==> config.mk <==
export PLATFORM = sky130hd
export DESIGN_NAME = cc_datasender
export DESIGN_NICKNAME = d
export VERILOG_FILES = /design/src/rtl/cc_datasender.sv
export SDC_FILE = /design/constraint.sdc
export NUM_CORES = 1
export LEC_CHECK = 0
export ABC_AREA = 1
export CAP_MARGIN = 0
export CORE_MARGIN = 1
export CORE_UTILIZATION = 39
export CTS_BUF_LIST = sky130_fd_sc_hd__clkbuf_8
export DETAILED_ROUTE_END_ITERATION = 8
export GPL_ROUTABILITY_DRIVEN = 0
export PLACE_DENSITY_LB_ADDON = 0.3
export SYNTH_ARGS = -nofsm -noshare
export SYNTH_HDL_FRONTEND = slang
export SYNTH_SLANG_ARGS = --single-unit
==> constraint.sdc <==
create_clock -name CC_DATASENDER_CLOCK_50 -period 0.9 [get_ports CC_DATASENDER_CLOCK_50]
set_input_delay 0.18 -clock CC_DATASENDER_CLOCK_50 [delete_from_list [all_inputs] [get_ports CC_DATASENDER_CLOCK_50]]
set_output_delay 0.18 -clock CC_DATASENDER_CLOCK_50 [all_outputs]
set_load 0.1 [all_outputs]
==> src/rtl/cc_datasender.sv <==
// cc_datasender: transmit-side companion of the data-delay stage.
// Accepts one word at a time over a valid/ready handshake, holds it on the
// output bus for SETUP_CYCLES, fires a one-cycle send strobe, then holds it
// for HOLD_CYCLES more cycles before accepting the next word.
// Optional feature macro: CC_DATASENDER_PARITY_EN adds CC_DATASENDER_Parity_Out,
// the even parity of the accepted word, registered alongside the data.
module cc_datasender #(
   parameter int DATAWIDTH_BUS = 8,
   parameter int SETUP_CYCLES  = 2,
   parameter int HOLD_CYCLES   = 1
) (
   input  logic                     CC_DATASENDER_CLOCK_50,
   input  logic                     CC_DATASENDER_RESET_InHigh,
   input  logic [DATAWIDTH_BUS-1:0] CC_DATASENDER_Data_inBus,
   input  logic                     CC_DATASENDER_DataValid_In,
   output logic                     CC_DATASENDER_DataReady_Out,
   output logic [DATAWIDTH_BUS-1:0] CC_DATASENDER_Data_outBus,
   output logic                     CC_DATASENDER_SendDataSignal_Out,
   output logic                     CC_DATASENDER_Busy_Out
`ifdef CC_DATASENDER_PARITY_EN
   ,
   output logic                     CC_DATASENDER_Parity_Out
`endif
);

   // The counter must hold the larger of the two reload values.
   localparam int MAX_CYCLES = (SETUP_CYCLES > HOLD_CYCLES) ? SETUP_CYCLES : HOLD_CYCLES;
   localparam int CW         = (MAX_CYCLES > 0) ? $clog2(MAX_CYCLES + 1) : 1;

   localparam logic [CW-1:0] SETUP_LOAD = CW'(SETUP_CYCLES - 1);
   localparam logic [CW-1:0] HOLD_LOAD  = (HOLD_CYCLES > 0) ? CW'(HOLD_CYCLES - 1) : '0;

   typedef enum logic [1:0] {
      IDLE   = 2'd0,
      SETUP  = 2'd1,
      STROBE = 2'd2,
      HOLD   = 2'd3
   } state_t;

   state_t                   state;
   state_t                   state_next;
   logic [CW-1:0]            cnt;
   logic [CW-1:0]            cnt_next;
   logic                     accept;
   logic [DATAWIDTH_BUS-1:0] data_q;
   logic                     strobe_q;

   // Ready is a pure Moore decode of IDLE, masked while reset is held.
   always_comb begin
      CC_DATASENDER_DataReady_Out = (state == IDLE) & ~CC_DATASENDER_RESET_InHigh;
      CC_DATASENDER_Busy_Out      = (state != IDLE);
      accept                      = CC_DATASENDER_DataValid_In & CC_DATASENDER_DataReady_Out;
   end

   // Next-state and counter logic; counter only loads or decrements toward 0.
   always_comb begin
      state_next = state;
      cnt_next   = cnt;
      case (state)
         IDLE: begin
            if (accept) begin
               state_next = SETUP;
               cnt_next   = SETUP_LOAD;
            end
         end
         SETUP: begin
            if (cnt == '0) begin
               state_next = STROBE;
            end else begin
               cnt_next = cnt - CW'(1);
            end
         end
         STROBE: begin
            if (HOLD_CYCLES == 0) begin
               state_next = IDLE;
            end else begin
               state_next = HOLD;
               cnt_next   = HOLD_LOAD;
            end
         end
         HOLD: begin
            if (cnt == '0) begin
               state_next = IDLE;
            end else begin
               cnt_next = cnt - CW'(1);
            end
         end
         default: begin
            state_next = IDLE;
            cnt_next   = '0;
         end
      endcase
   end

   // State register and counter; reset drops any word in flight.
   always_ff @(posedge CC_DATASENDER_CLOCK_50) begin
      if (CC_DATASENDER_RESET_InHigh) begin
         state <= IDLE;
         cnt   <= '0;
      end else begin
         state <= state_next;
         cnt   <= cnt_next;
      end
   end

   // Strobe is registered so it is high exactly for the cycle spent in STROBE.
   always_ff @(posedge CC_DATASENDER_CLOCK_50) begin
      if (CC_DATASENDER_RESET_InHigh) begin
         strobe_q <= 1'b0;
      end else begin
         strobe_q <= (state_next == STROBE);
      end
   end

   // Output word captured only on acceptance and held until the next one.
   always_ff @(posedge CC_DATASENDER_CLOCK_50) begin
      if (CC_DATASENDER_RESET_InHigh) begin
         data_q <= '0;
      end else if (accept) begin
         data_q <= CC_DATASENDER_Data_inBus;
      end
   end

   assign CC_DATASENDER_Data_outBus        = data_q;
   assign CC_DATASENDER_SendDataSignal_Out = strobe_q;

`ifdef CC_DATASENDER_PARITY_EN
   logic parity_q;

   // Parity of the accepted word, captured on the same edge as the data.
   always_ff @(posedge CC_DATASENDER_CLOCK_50) begin
      if (CC_DATASENDER_RESET_InHigh) begin
         parity_q <= 1'b0;
      end else if (accept) begin
         parity_q <= ^CC_DATASENDER_Data_inBus;
      end
   end

   assign CC_DATASENDER_Parity_Out = parity_q;
`endif

endmodule

==> results of run 1 <==
==> per-stage QoR <==
stage | setup WS [ns] | cells | setup TNS, ns | cell area [um2]
floorplan | -0.380 | 71 | -5.09 | 652
global placement | -0.428 | 113 | -5.20 | 1040
detailed placement | -0.452 | 113 | -5.81 | 1040
CTS | -0.372 | 127 | -4.11 | 1260
==> what timing repair did <==
item,4_1_cts
buffers inserted,10
gates resized for setup,29
endpoints found under the setup margin,24
cloned,0
pin swaps,5
==> cell usage after synthesis (all sizes together) <==
master	number	share of area, %
nand2	16	11
buf	2	3.3
dfxtp	13	45
nor2	5	7.4
nand3	21	19
a21oi	3	2.6
ha	2	4.3
o21ai	1	1.5
inv	8	5.7
==> logic make-up after synthesis <==
group	Yosys count	synth area share [%]
AOI/OAI and AO/OA	4	4.13
adders and majority gates	2	4.35
buffers and inverters	10	8.91
DFF	13	45.2
and+or+nand+nor	42	37.4
==> Implementation_results.wiki, run 1 <==
{| class="wikitable"
! Metric !! Value
|-
| Std-Cell Rows || 13
|-
| Y dimension of the die || 40.4 um
|-
| Synth Cell Area || 576 um2
|-
| H-Tree Depth || 1
|-
| Synth cell types || 16
|-
| Hold-fix buffers at CTS || 0
|-
| Flops & latches, synth || 13
|-
| Number of buffers inserted during clock tree synthesis || 3
|-
| Worst-path endpoint after global-route repair_timing || CC_DATASENDER_DataReady_Out
|-
| HPWL reported at the end of detailed placement || 1.27 mm
|-
| Number of instances in the synthesized netlist || 71
|-
| Yosys warning count || 0
|-
| Tool error || [ERROR DPL-0033] detailed placement checks failed during check placement.
|-
| Portion of the post-synthesis area used by sequential elements || 45.2%
|-
| Maximum root-to-sink buffer count || 2
|-
| Worst-path endpoint category || top-level output
|-
| Initial core utilization || 43.2%
|-
| Pin count of the biggest net entering global routing || 9
|-
| I/O pin cnt || 22
|-
| Synthesized Nets || 84
|-
| Number of antenna violations at the first check in global routing || 0
|-
| Clock tree root buffer cell || sky130_fd_sc_hd__clkbuf_8
|-
| Average footprint of a synthesized cell || 8.11 um2
|-
| Count of port buffers added during placement || 21
|-
| Outcome || aborted with a tool error
|-
| Total number of clock tree sinks || 13
|-
| Step where the flow halted || global routing
|-
| Die width || 40.4 um
|}
==> run 2, diff against run 1 <==
CORE_AREA = 2 2 63 65   (was default)
CORE_MARGIN = default   (was 1)
CORE_UTILIZATION = default   (was 39)
CTS_BUF_LIST = default   (was sky130_fd_sc_hd__clkbuf_8)
DIE_AREA = 0 0 65 67   (was default)
PLACE_DENSITY_LB_ADDON = 0.15   (was 0.3)
clock period = 1.2 ns   (was 0.9 ns; I/O delays follow)
==> Implementation_results.wiki, run 2 <==
{| class="wikitable"
! Metric !! Value
|-
| Outcome || complete, but fails checks (was aborted with a tool error)
|-
| Failing checks || negative setup slack
|-
| Commonest cells after routing, fill and taps aside || sky130_fd_sc_hd__nand3_1, sky130_fd_sc_hd__nand2_1, sky130_fd_sc_hd__dfxtp_1, sky130_fd_sc_hd__buf_12, sky130_fd_sc_hd__clkdlybuf4s50_1
|-
| Clock slew at reported path FFs || 0.06 ns
|-
| Final global-route overflow total || 0
|-
| I/O pin cnt || 22 (unchanged)
|-
| Synth cell types || 16 (unchanged)
|-
| Synthesized Nets || 84 (unchanged)
|-
| Area of the core || 3610 um2
|-
| Commonest register cell after synthesis || sky130_fd_sc_hd__dfxtp_1 (unchanged)
|-
| Cell taking the most area after synthesis || sky130_fd_sc_hd__dfxtp_1 (unchanged)
|-
| Post-route minimum period || 1.34 ns
|-
| Die width || 65 um (was 40.4 um)
|-
| Maximum Capacitance Violations || 0
|-
| Vias in the first global route || 602
|-
| Critical path's slowest cell || sky130_fd_sc_hd__clkdlybuf4s50_1
|-
| Routed wire per std cell || 10.0 um
|-
| Highest ir drop seen on vdd || 0.000316 V
|-
| Total number of clock tree sinks || 13 (unchanged)
|-
| H-Tree Depth || 1 (unchanged)
|-
| Remaining routing DRC violations || 0
|-
| Buffer and inverter count on the worst path || 3
|-
| Static leakage || 0.479 nW
|-
| Synth Cell Area || 576 um2 (unchanged)
|-
| Initial DRT Pass Iterations || 4
|-
| Clk Latency, worst-skew pair || 0.24 ns
|-
| Nature of the critical path endpoint || output pin
|-
| Number of enable-type register cells in the synthesized netlist || 0 (unchanged)
|-
| Achievable Freq || 0.748 GHz
|-
| Cells along the critical path || clkdlybuf4s50_1 -> buf_6 -> nor2_8 -> buf_12
|-
| 1st-iter DRT viols || 2
|-
| Yosys warning count || 0 (unchanged)
|-
| Number of cells in the design after placement || 145 (was 113)
|-
| Number of buffers inserted during clock tree synthesis || 3 (unchanged)
|-
| Post-synth ARST share || 0% (unchanged)
|-
| Most used standard cell by instance count after synthesis || sky130_fd_sc_hd__nand3_1 (unchanged)
|-
| Layout Nets || 117
|-
| Data required time of the critical path || 0.96 ns
|-
| Overall via count from detail_route || 560
|-
| Final design instance area without fill || 1070 um2
|-
| Signed area change from the synthesized netlist to the final layout || 85.2%
|-
| Hold Fails Final Rpt || 0
|-
| Area share of the largest cell type after synthesis || 45.2% (unchanged)
|-
| Cell area after placement || 1000 um2 (was 1040 um2)
|-
| Number of vias per cell || 3.71
|-
| Std-Cell Rows || 22 (was 13)
|-
| Transition time at the pin with the least slew margin || 0.200 ns
|-
| Type of the worst setup path || in -> out
|-
| Max FFs per register || 8
|-
| Maximum root-to-sink buffer count || 2 (unchanged)
|-
| Final-report setup violation count || 2
|-
| Ratio of final minimum period to clock period || 111%
|-
| Largest fanout of any net on the critical path || 4
|-
| Die area || 4360 um2
|-
| Final worst clock skew || 0.000979 ns
|-
| Hold Path Cell Cnt || 2
|-
| Most common cell after layout, fill and taps aside || sky130_fd_sc_hd__nand3_1
|-
| HPWL reported at the end of detailed placement || 1.22 mm (was 1.27 mm)
|-
| Non-filler instance count after layout || 151
|-
| Count of port buffers added during placement || 21 (unchanged)
|-
| Flops & latches, synth || 13 (unchanged)
|-
| GRT Resource Usage Total || 7.65%
|-
| Initial core utilization || 16.0% (was 43.2%)
|-
| Count of antenna diodes in the layout || 0
|-
| Slew HR || 86.7%
|-
| Post-route antenna net violation count || 0
|-
| CP Depth || 4
|-
| Dominant cells by area after synthesis || sky130_fd_sc_hd__dfxtp_1, sky130_fd_sc_hd__nand3_1, sky130_fd_sc_hd__nand2_1 (unchanged)
|-
| Clock tree root buffer cell || sky130_fd_sc_hd__clkbuf_8 (unchanged)
|-
| Number of pins exceeding their max-slew limit in the final report || 0
|-
| Cell type group with the largest total delay on the critical path || buffers and inverters
|-
| Worst Setup Slack, final || -0.137 ns
|-
| Most instantiated cells after synthesis || sky130_fd_sc_hd__nand3_1, sky130_fd_sc_hd__nand2_1, sky130_fd_sc_hd__dfxtp_1 (unchanged)
|-
| Critical Path Start Type || input port
|-
| Unrepaired setup endpoints after global routing || true
|-
| Worst-case reg-to-reg path depth || 5
|-
| Fin util || 29.6%
|-
| Y dimension of the die || 67 um (was 40.4 um)
|-
| Wire length of the first global-routing pass || 2.46 mm
|-
| Clock tree from TritonCTS || built
|-
| Power density relative to cell area || 1890 nW/um2
|-
| Routed wire length || 1.52 mm
|-
| Pre-CTS setup slack || -0.194 ns (was -0.452 ns)
|-
| Portion of the post-synthesis area used by sequential elements || 45.2% (unchanged)
|-
| Path class of the lowest-slack min-delay path || reg -> reg
|-
| Number of instances in the synthesized netlist || 71 (unchanged)
|-
| Pin count of the biggest net entering global routing || 9
|-
| Number of antenna violations at the first check in global routing || 0
|-
| Ratio of cells with drive above 1 in the final layout || 33.0%
|-
| Signal arrival time at the worst endpoint || 1.10 ns
|-
| Longest individual stage delay on the worst path || 0.41 ns
|-
| Average footprint of a synthesized cell || 8.11 um2 (unchanged)
|}
-- run 2: report_power, final --
group / total [W] / switching (W) / internal, W
Combinational: 0.00105 / 0.000662 / 0.000391
Sequential: 0.000566 / 0.0000603 / 0.000506
Clock: 0.000394 / 0.000159 / 0.000234
Total: 0.00201 / 0.000882 / 0.00113
-- run 2: area by class of cell --
cell class              instances  area (um2)
repair buffers                 30         392
fillers                       388        2540
flip-flops and latches         13         263
clock buffers                   4        45.0
multi-input cells              48         269
well taps                      48        60.1
inverters                       8        37.5
-- run 2: what timing repair did --
action	4_1_cts	5_1_grt
endpoints found under the setup margin	2	3
pin swaps	2	1
gates cloned	0	0
resized for setup	1	0
setup buffers	1	1
hold buffers	0	0
-- run 2: tightest hold or removal path, cell delays in order (launching register included) --
cell and delay [ns]:
sky130_fd_sc_hd__dfxtp_1 0.33, sky130_fd_sc_hd__a21oi_1 0.04, sky130_fd_sc_hd__nor2_1 0.07
-- run 2: worst paths after layout --
path                                    from                            to  slack [ns]
setup / recovery  CC_DATASENDER_RESET_InHigh   CC_DATASENDER_DataReady_Out       -0.14
hold / removal                        cnt[0]                        cnt[0]        0.48
setup reg to reg                    state[1]  CC_DATASENDER_Data_outBus[0]        0.09
hold reg to reg                       cnt[0]                        cnt[0]        0.48
-- run 2: per-layer routing --
layer / part of all wire, % / vias up / GRT usage (%)
li1: - / 294 / -
met1: 41 / 254 / 8.06
met2: 55 / 10 / 13.8
met3: 2.6 / 2 / 1.18
met4: 1.8 / 0 / 5.59
met5: 0 / - / 0
-- run 2: cells by family (layout without fill, tap and decap cells) --
logic type      count (synthesis)  count (layout)  share of synthesized area (%)
flops                          13              13                           45.2
simple gates                   42              42                           37.4
compound gates                  4               4                           4.13
fa+ha+maj                       2               2                           4.35
buf+inv                        10              42                           8.91
-- run 2: stage by stage --
| step | hold WS [ns] | total power, W | setup TNS [ns] |
|---|---|---|---|
| 2_1_floorplan | 0.304 | 0.00123 | -0.638 |
| 3_3_place_gp | 0.473 | 0.00161 | -2.09 |
| 3_5_place_dp | 0.475 | 0.00161 | -2.22 |
| 4_1_cts | 0.489 | 0.00204 | -0.193 |
| 5_1_grt | 0.534 | 0.00213 | -0.218 |
| 6_report | 0.479 | 0.00201 | -0.154 |
Power figures use the tool's default switching activity.
==> run 3, diff against run 2 <==
DONT_BUFFER_PORTS = 1   (was default)
SKIP_LAST_GASP = 1   (was default)
==> Implementation_results.wiki, run 3 (same netlist as run 2, synthesis figures left out) <==
{| class="wikitable"
! Metric !! Value
|-
| Routed wire per std cell || 11.1 um (was 10.0 um)
|-
| Highest ir drop seen on vdd || 0.000447 V (was 0.000316 V)
|-
| I/O pin cnt || 22 (unchanged)
|-
| Total number of clock tree sinks || 13 (unchanged)
|-
| Maximum Capacitance Violations || 0 (unchanged)
|-
| Remaining routing DRC violations || 0 (unchanged)
|-
| Number of pins exceeding their max-slew limit in the final report || 0 (unchanged)
|-
| Max FFs per register || 8 (unchanged)
|-
| Clock tree from TritonCTS || built (unchanged)
|-
| Maximum root-to-sink buffer count || 2 (unchanged)
|-
| 1st-iter DRT viols || 10 (was 2)
|-
| Slew HR || 81.0% (was 86.7%)
|-
| Y dimension of the die || 67 um (unchanged)
|-
| Type of the worst setup path || reg -> out (was in -> out)
|-
| Unrepaired setup endpoints after global routing || true (unchanged)
|-
| Ratio of cells with drive above 1 in the final layout || 33.7% (was 33.0%)
|-
| Number of vias per cell || 3.76 (was 3.71)
|-
| HPWL reported at the end of detailed placement || 1.14 mm (was 1.22 mm)
|-
| Startpoint of the lowest-slack register-to-register path || state[1] (unchanged)
|-
| Power consumption || 0.00194 W (was 0.00201 W)
|-
| Clock network power share || 21.0% (was 19.6%)
|-
| Switching component of the power || 0.000869 W (was 0.000882 W)
|-
| Signal arrival time at the worst endpoint || 1.06 ns (was 1.10 ns)
|-
| Post-route minimum period || 1.30 ns (was 1.34 ns)
|-
| Area of the core || 3610 um2 (unchanged)
|-
| Clock tree root buffer cell || sky130_fd_sc_hd__clkbuf_8 (unchanged)
|-
| Internal Power || 0.00107 W (was 0.00113 W)
|-
| Clock slew at reported path FFs || 0.06 ns (about the same)
|-
| Failing checks || negative setup slack (unchanged)
|-
| Final-report setup violation count || 2 (unchanged)
|-
| Number of antenna violations at the first check in global routing || 0 (unchanged)
|-
| Switching Share || 44.9% (was 43.8%)
|-
| Startpoint of the tightest hold check path || CC_DATASENDER_RESET_InHigh (was cnt[0])
|-
| Die area || 4360 um2 (unchanged)
|-
| H-Tree Depth || 1 (unchanged)
|-
| Path class of the lowest-slack min-delay path || in -> reg (was reg -> reg)
|-
| Routed wire length || 1.52 mm (about the same)
|-
| Die width || 65 um (unchanged)
|-
| Std-Cell Rows || 22 (unchanged)
|-
| Number of gates resized after cts || 0 (was 1)
|-
| Final worst clock skew || 0.00461 ns (was 0.000979 ns)
|-
| Post-route antenna net violation count || 0 (unchanged)
|-
| Worst slack on hold paths || 0.0548 ns (was 0.479 ns)
|-
| Wire length of the first global-routing pass || 2.59 mm (was 2.46 mm)
|-
| GRT Resource Usage Total || 8.43% (was 7.65%)
|-
| Hold-fix buffers at CTS || 0 (unchanged)
|-
| Achievable Freq || 0.768 GHz (was 0.748 GHz)
|-
| Overall via count from detail_route || 515 (was 560)
|-
| Number of buffers inserted during clock tree synthesis || 3 (unchanged)
|-
| Nature of the critical path endpoint || output pin (unchanged)
|-
| Count of port buffers added during placement || 0 (was 21)
|-
| Fraction of power consumed by sequential logic || 29.0% (was 28.1%)
|-
| Count of antenna diodes in the layout || 0 (unchanged)
|-
| Hold Fails Final Rpt || 0 (unchanged)
|-
| Commonest cells after routing, fill and taps aside || sky130_fd_sc_hd__nand3_1, sky130_fd_sc_hd__nand2_1, sky130_fd_sc_hd__dfxtp_1 (was sky130_fd_sc_hd__nand3_1, sky130_fd_sc_hd__nand2_1, sky130_fd_sc_hd__dfxtp_1, sky130_fd_sc_hd__buf_12, sky130_fd_sc_hd__clkdlybuf4s50_1)
|-
| Vias in the first global route || 532 (was 602)
|-
| Worst Setup Slack, final || -0.102 ns (was -0.137 ns)
|-
| Layout Nets || 103 (was 117)
|-
| Largest fanout of any net on the critical path || 3 (was 4)
|-
| Initial DRT Pass Iterations || 4 (unchanged)
|-
| Signed area change from the synthesized netlist to the final layout || 59.8% (was 85.2%)
|-
| Transition time at the pin with the least slew margin || 0.288 ns (was 0.200 ns)
|-
| Fraction of power consumed by combinational cells || 50.1% (was 52.3%)
|-
| Data required time of the critical path || 0.96 ns (about the same)
|-
| Initial core utilization || 16.0% (unchanged)
|-
| Critical Path Start Type || flip-flop (was input port)
|-
| Pin count of the biggest net entering global routing || 11 (was 9)
|-
| Critical path startpoint || state[1] (was CC_DATASENDER_RESET_InHigh)
|-
| Power density relative to cell area || 2100 nW/um2 (was 1890 nW/um2)
|-
| Clk Latency, worst-skew pair || 0.25 ns (was 0.24 ns)
|-
| Outcome || complete, but fails checks (unchanged)
|-
| Static leakage || 0.415 nW (was 0.479 nW)
|-
| Ratio of final minimum period to clock period || 109% (was 111%)
|-
| Most common cell after layout, fill and taps aside || sky130_fd_sc_hd__nand3_1 (unchanged)
|-
| Final global-route overflow total || 0 (unchanged)
|}
-- run 3: cell count changes in the layout (fill, tap and decap cells not counted) --
cell                              delta
sky130_fd_sc_hd__buf_12              -1
sky130_fd_sc_hd__buf_4               -2
sky130_fd_sc_hd__buf_6               -1
sky130_fd_sc_hd__clkdlybuf4s50_1    -10
-- run 3: timing repair --
item | 4_1_cts | 5_1_grt
pin swaps | 2 | 1
setup endpoints to repair | 2 | 2
buffers inserted | 1 | 1
-- run 3: metal layers --
layer / global-route usage, % / vias to the layer above / wire (um)
met5: 0 / - / 0
met4: 7.98 / 0 / 64
met3: 1.35 / 4 / 48
met2: 12.8 / 12 / 722
met1: 10.1 / 233 / 684
li1: - / 266 / -
-- run 3: per-stage QoR --
| stage | cells | cell area, um2 | setup TNS, ns | utilization [%] | worst slack [ns] |
|---|---|---|---|---|---|
| 3_3_place_gp | 131 | 860 | 0 | 23.8 | 0.0920 |
| 4_1_cts | 136 | 912 | -0.207 | 25.3 | -0.121 |
| 5_1_grt | 137 | 920 | -0.235 | 25.5 | -0.139 |
| 2_1_floorplan | 71 | 588 | -0.638 | - | -0.0735 |
| 6_report | 137 | 920 | -0.170 | 25.5 | -0.102 |
| 3_5_place_dp | 131 | 860 | 0 | 23.8 | 0.0802 |
-- run 3: path summary, 6_finish.rpt --
| kind | slack (ns) | depth (start not counted) | to |
|---|---|---|---|
| max | -0.10 | 4 | CC_DATASENDER_DataReady_Out |
| min | 0.05 | 1 | state[0] |
| max reg2reg | 0.11 | 5 | CC_DATASENDER_Data_outBus[3] |
| min reg2reg | 0.48 | 2 | cnt[0] |
-- run 3: final cells by class --
type                       instances  area [um2]
tap                               48        60.1
clock buffer                       4        45.0
multi-input combinational         48         269
inverter                           8        37.5
timing repair buffer              16         245
fill                             395        2690
sequential                        13         263
-- run 3: power by group through the flow --
stage	Clock (W)	Combinational [W]	Sequential, W
floorplan	0	0.000400	0.000830
global placement	0	0.000953	0.000570
detailed placement	0	0.000953	0.000573
CTS	0.000427	0.000966	0.000564
global route	0.000442	0.00103	0.000567
finish	0.000406	0.000969	0.000561
-- run 3: critical path, stage by stage (launching register included) --
cell	delay (ns)
sky130_fd_sc_hd__dfxtp_2	0.33
sky130_fd_sc_hd__nor2_4	0.17
sky130_fd_sc_hd__inv_8	0.05
sky130_fd_sc_hd__nor2_8	0.09
sky130_fd_sc_hd__buf_12	0.17
==> run 4, diff against run 3 <==
clock period = 1.5 ns   (was 1.2 ns; I/O delays follow)
==> Implementation_results.wiki, run 4 (same netlist as run 2, synthesis figures left out) <==
{| class="wikitable"
! Metric !! Value
|-
| Count of antenna diodes in the layout || 0 (unchanged)
|-
| Outcome || complete, no violations (was complete, but fails checks)
|-
| H-Tree Depth || 1 (unchanged)
|-
| Die area || 4360 um2 (unchanged)
|-
| Clock tree from TritonCTS || built (unchanged)
|-
| Post-route antenna net violation count || 0 (unchanged)
|-
| Final worst clock skew || 0.00831 ns (was 0.00461 ns)
|-
| Y dimension of the die || 67 um (unchanged)
|-
| Hold Fails Final Rpt || 0 (unchanged)
|-
| Initial core utilization || 16.0% (unchanged)
|-
| Count of port buffers added during placement || 0 (unchanged)
|-
| Wire length of the first global-routing pass || 2.33 mm (was 2.59 mm)
|-
| Clk Latency, worst-skew pair || 0.24 ns (was 0.25 ns)
|-
| Maximum root-to-sink buffer count || 2 (unchanged)
|-
| Total number of clock tree sinks || 13 (unchanged)
|-
| Nature of the critical path endpoint || output pin (unchanged)
|-
| Vias in the first global route || 452 (was 532)
|-
| Post-route minimum period || 1.43 ns
|-
| Routed wire per std cell || 10.9 um (was 11.1 um)
|-
| Remaining routing DRC violations || 0 (unchanged)
|-
| Number of pins exceeding their max-slew limit in the final report || 0 (unchanged)
|-
| Die width || 65 um (unchanged)
|-
| Slew HR || 80.5% (was 81.0%)
|-
| I/O pin cnt || 22 (unchanged)
|-
| Overall via count from detail_route || 474 (was 515)
|-
| Cell area after placement || 712 um2 (was 860 um2)
|-
| Maximum Capacitance Violations || 0 (unchanged)
|-
| Initial DRT Pass Iterations || 4 (unchanged)
|-
| Pin count of the biggest net entering global routing || 13 (was 11)
|-
| Std-Cell Rows || 22 (unchanged)
|-
| Transition time at the pin with the least slew margin || 0.292 ns (was 0.288 ns)
|-
| Critical path's slowest cell || sky130_fd_sc_hd__dfxtp_2 (unchanged)
|-
| Fill cell total of the finished layout || 408 (was 395)
|-
| Number of gates resized after cts || 0 (unchanged)
|-
| Layout Nets || 98 (was 103)
|-
| Clock slew at reported path FFs || 0.06 ns (about the same)
|-
| Clock tree root buffer cell || sky130_fd_sc_hd__clkbuf_8 (unchanged)
|-
| Sum Neg Setup Slack || 0 ns (was -0.170 ns)
|-
| Ratio of cells with drive above 1 in the final layout || 27.4% (was 33.7%)
|-
| Commonest cells after routing, fill and taps aside || sky130_fd_sc_hd__nand3_1, sky130_fd_sc_hd__nand2_1, sky130_fd_sc_hd__dfxtp_1 (unchanged)
|-
| Number of buffers inserted during clock tree synthesis || 3 (unchanged)
|-
| Final design instance area without fill || 758 um2 (was 920 um2)
|-
| Number of antenna violations at the first check in global routing || 0 (unchanged)
|-
| Power density relative to cell area || 1840 nW/um2 (was 2100 nW/um2)
|-
| Unrepaired setup endpoints after global routing || false (was true)
|-
| Final-report setup violation count || 0 (was 2)
|-
| 1st-iter DRT viols || 8 (was 10)
|-
| Achievable Freq || 0.700 GHz
|-
| Longest individual stage delay on the worst path || 0.36 ns (was 0.33 ns)
|-
| GRT Resource Usage Total || 7.34% (was 8.43%)
|-
| Signed area change from the synthesized netlist to the final layout || 31.7% (was 59.8%)
|-
| Largest fanout of any net on the critical path || 9 (was 3)
|-
| Area of the core || 3610 um2 (unchanged)
|-
| Critical Path Start Type || flip-flop (unchanged)
|-
| Static leakage || 0.359 nW (was 0.415 nW)
|-
| Routed wire length || 1.44 mm (was 1.52 mm)
|-
| Data required time of the critical path || 1.20 ns (was 0.96 ns)
|-
| Path class of the lowest-slack min-delay path || in -> reg (unchanged)
|-
| Type of the worst setup path || reg -> out (unchanged)
|-
| Number of vias per cell || 3.59 (was 3.76)
|-
| Signal arrival time at the worst endpoint || 1.13 ns (was 1.06 ns)
|-
| Most common cell after layout, fill and taps aside || sky130_fd_sc_hd__nand3_1 (unchanged)
|-
| Final global-route overflow total || 0 (unchanged)
|-
| Hold-fix buffers at CTS || 0 (unchanged)
|-
| Ratio of final minimum period to clock period || 95.2%
|-
| Buffer count from post-CTS setup fixing || 0 (was 1)
|-
| HPWL reported at the end of detailed placement || 1.09 mm (was 1.14 mm)
|-
| Highest ir drop seen on vdd || 0.000280 V (was 0.000447 V)
|-
| Max FFs per register || 8 (unchanged)
|-
| Cells along the critical path || nor2_4 -> inv_4 -> nor2_8 -> buf_12 (was nor2_4 -> inv_8 -> nor2_8 -> buf_12)
|}
[run 4: cell types whose count changed in the layout (fill, tap and decap cells not counted), sizes merged]
cell,delta
buf,-5
[run 4: path summary, 6_finish.rpt]
| kind | from | end | slack, ns | cells after the start |
|---|---|---|---|---|
| worst max-delay path | state[0] | CC_DATASENDER_DataReady_Out | 0.07 | 4 |
| worst max register to register | state[0] | cnt[0] | 0.32 | 6 |
| worst min register to register | CC_DATASENDER_Data_outBus[1] | CC_DATASENDER_Data_outBus[1] | 0.47 | 2 |
| worst min-delay path | CC_DATASENDER_RESET_InHigh | state[0] | 0.11 | 1 |
[run 4: per-stage QoR]
step,hold WS [ns],cells,setup WS (ns),util (%),total power [W]
finish,0.114,132,0.0716,21.0,0.00140
global route,0.107,132,0.0238,21.0,0.00149
CTS,0.119,132,0.00220,21.0,0.00142
detailed placement,0.375,128,0.220,19.7,0.00109
global placement,0.379,128,0.250,19.7,0.00109
floorplan,0.372,71,0.128,-,0.000968
[run 4: cell type report]
type	instances	area, um2	share of cell area (%)
Multi-Input combinational cell	48	264	34.8
Sequential cell	13	262	34.5
Timing Repair Buffer	11	95.1	12.5
Tap cell	48	60.1	7.92
Clock buffer	4	45.0	5.94
Inverter	8	32.5	4.29
[run 4: critical path: cells and delay by family, from the launching register on]
kind,cells,cell delay (ns)
buf+inv,2,0.25
simple gates,2,0.26
flops,1,0.36
[run 4: metal layers]
layer / GRT usage (%) / vias to the layer above / share of wire [%] / wire [um]
li1: - / 260 / - / -
met1: 9.20 / 204 / 43 / 625
met2: 10.8 / 8 / 50 / 714
met3: 2.20 / 2 / 4.9 / 71
met4: 4.79 / 0 / 1.9 / 27
met5: 0 / - / 0 / 0
[run 4: report_power, final]
group | internal, W | switching (W)
logic | 0.000152 | 0.000492
registers | 0.000403 | 0.0000341
clock network | 0.000187 | 0.000131
total | 0.000742 | 0.000657
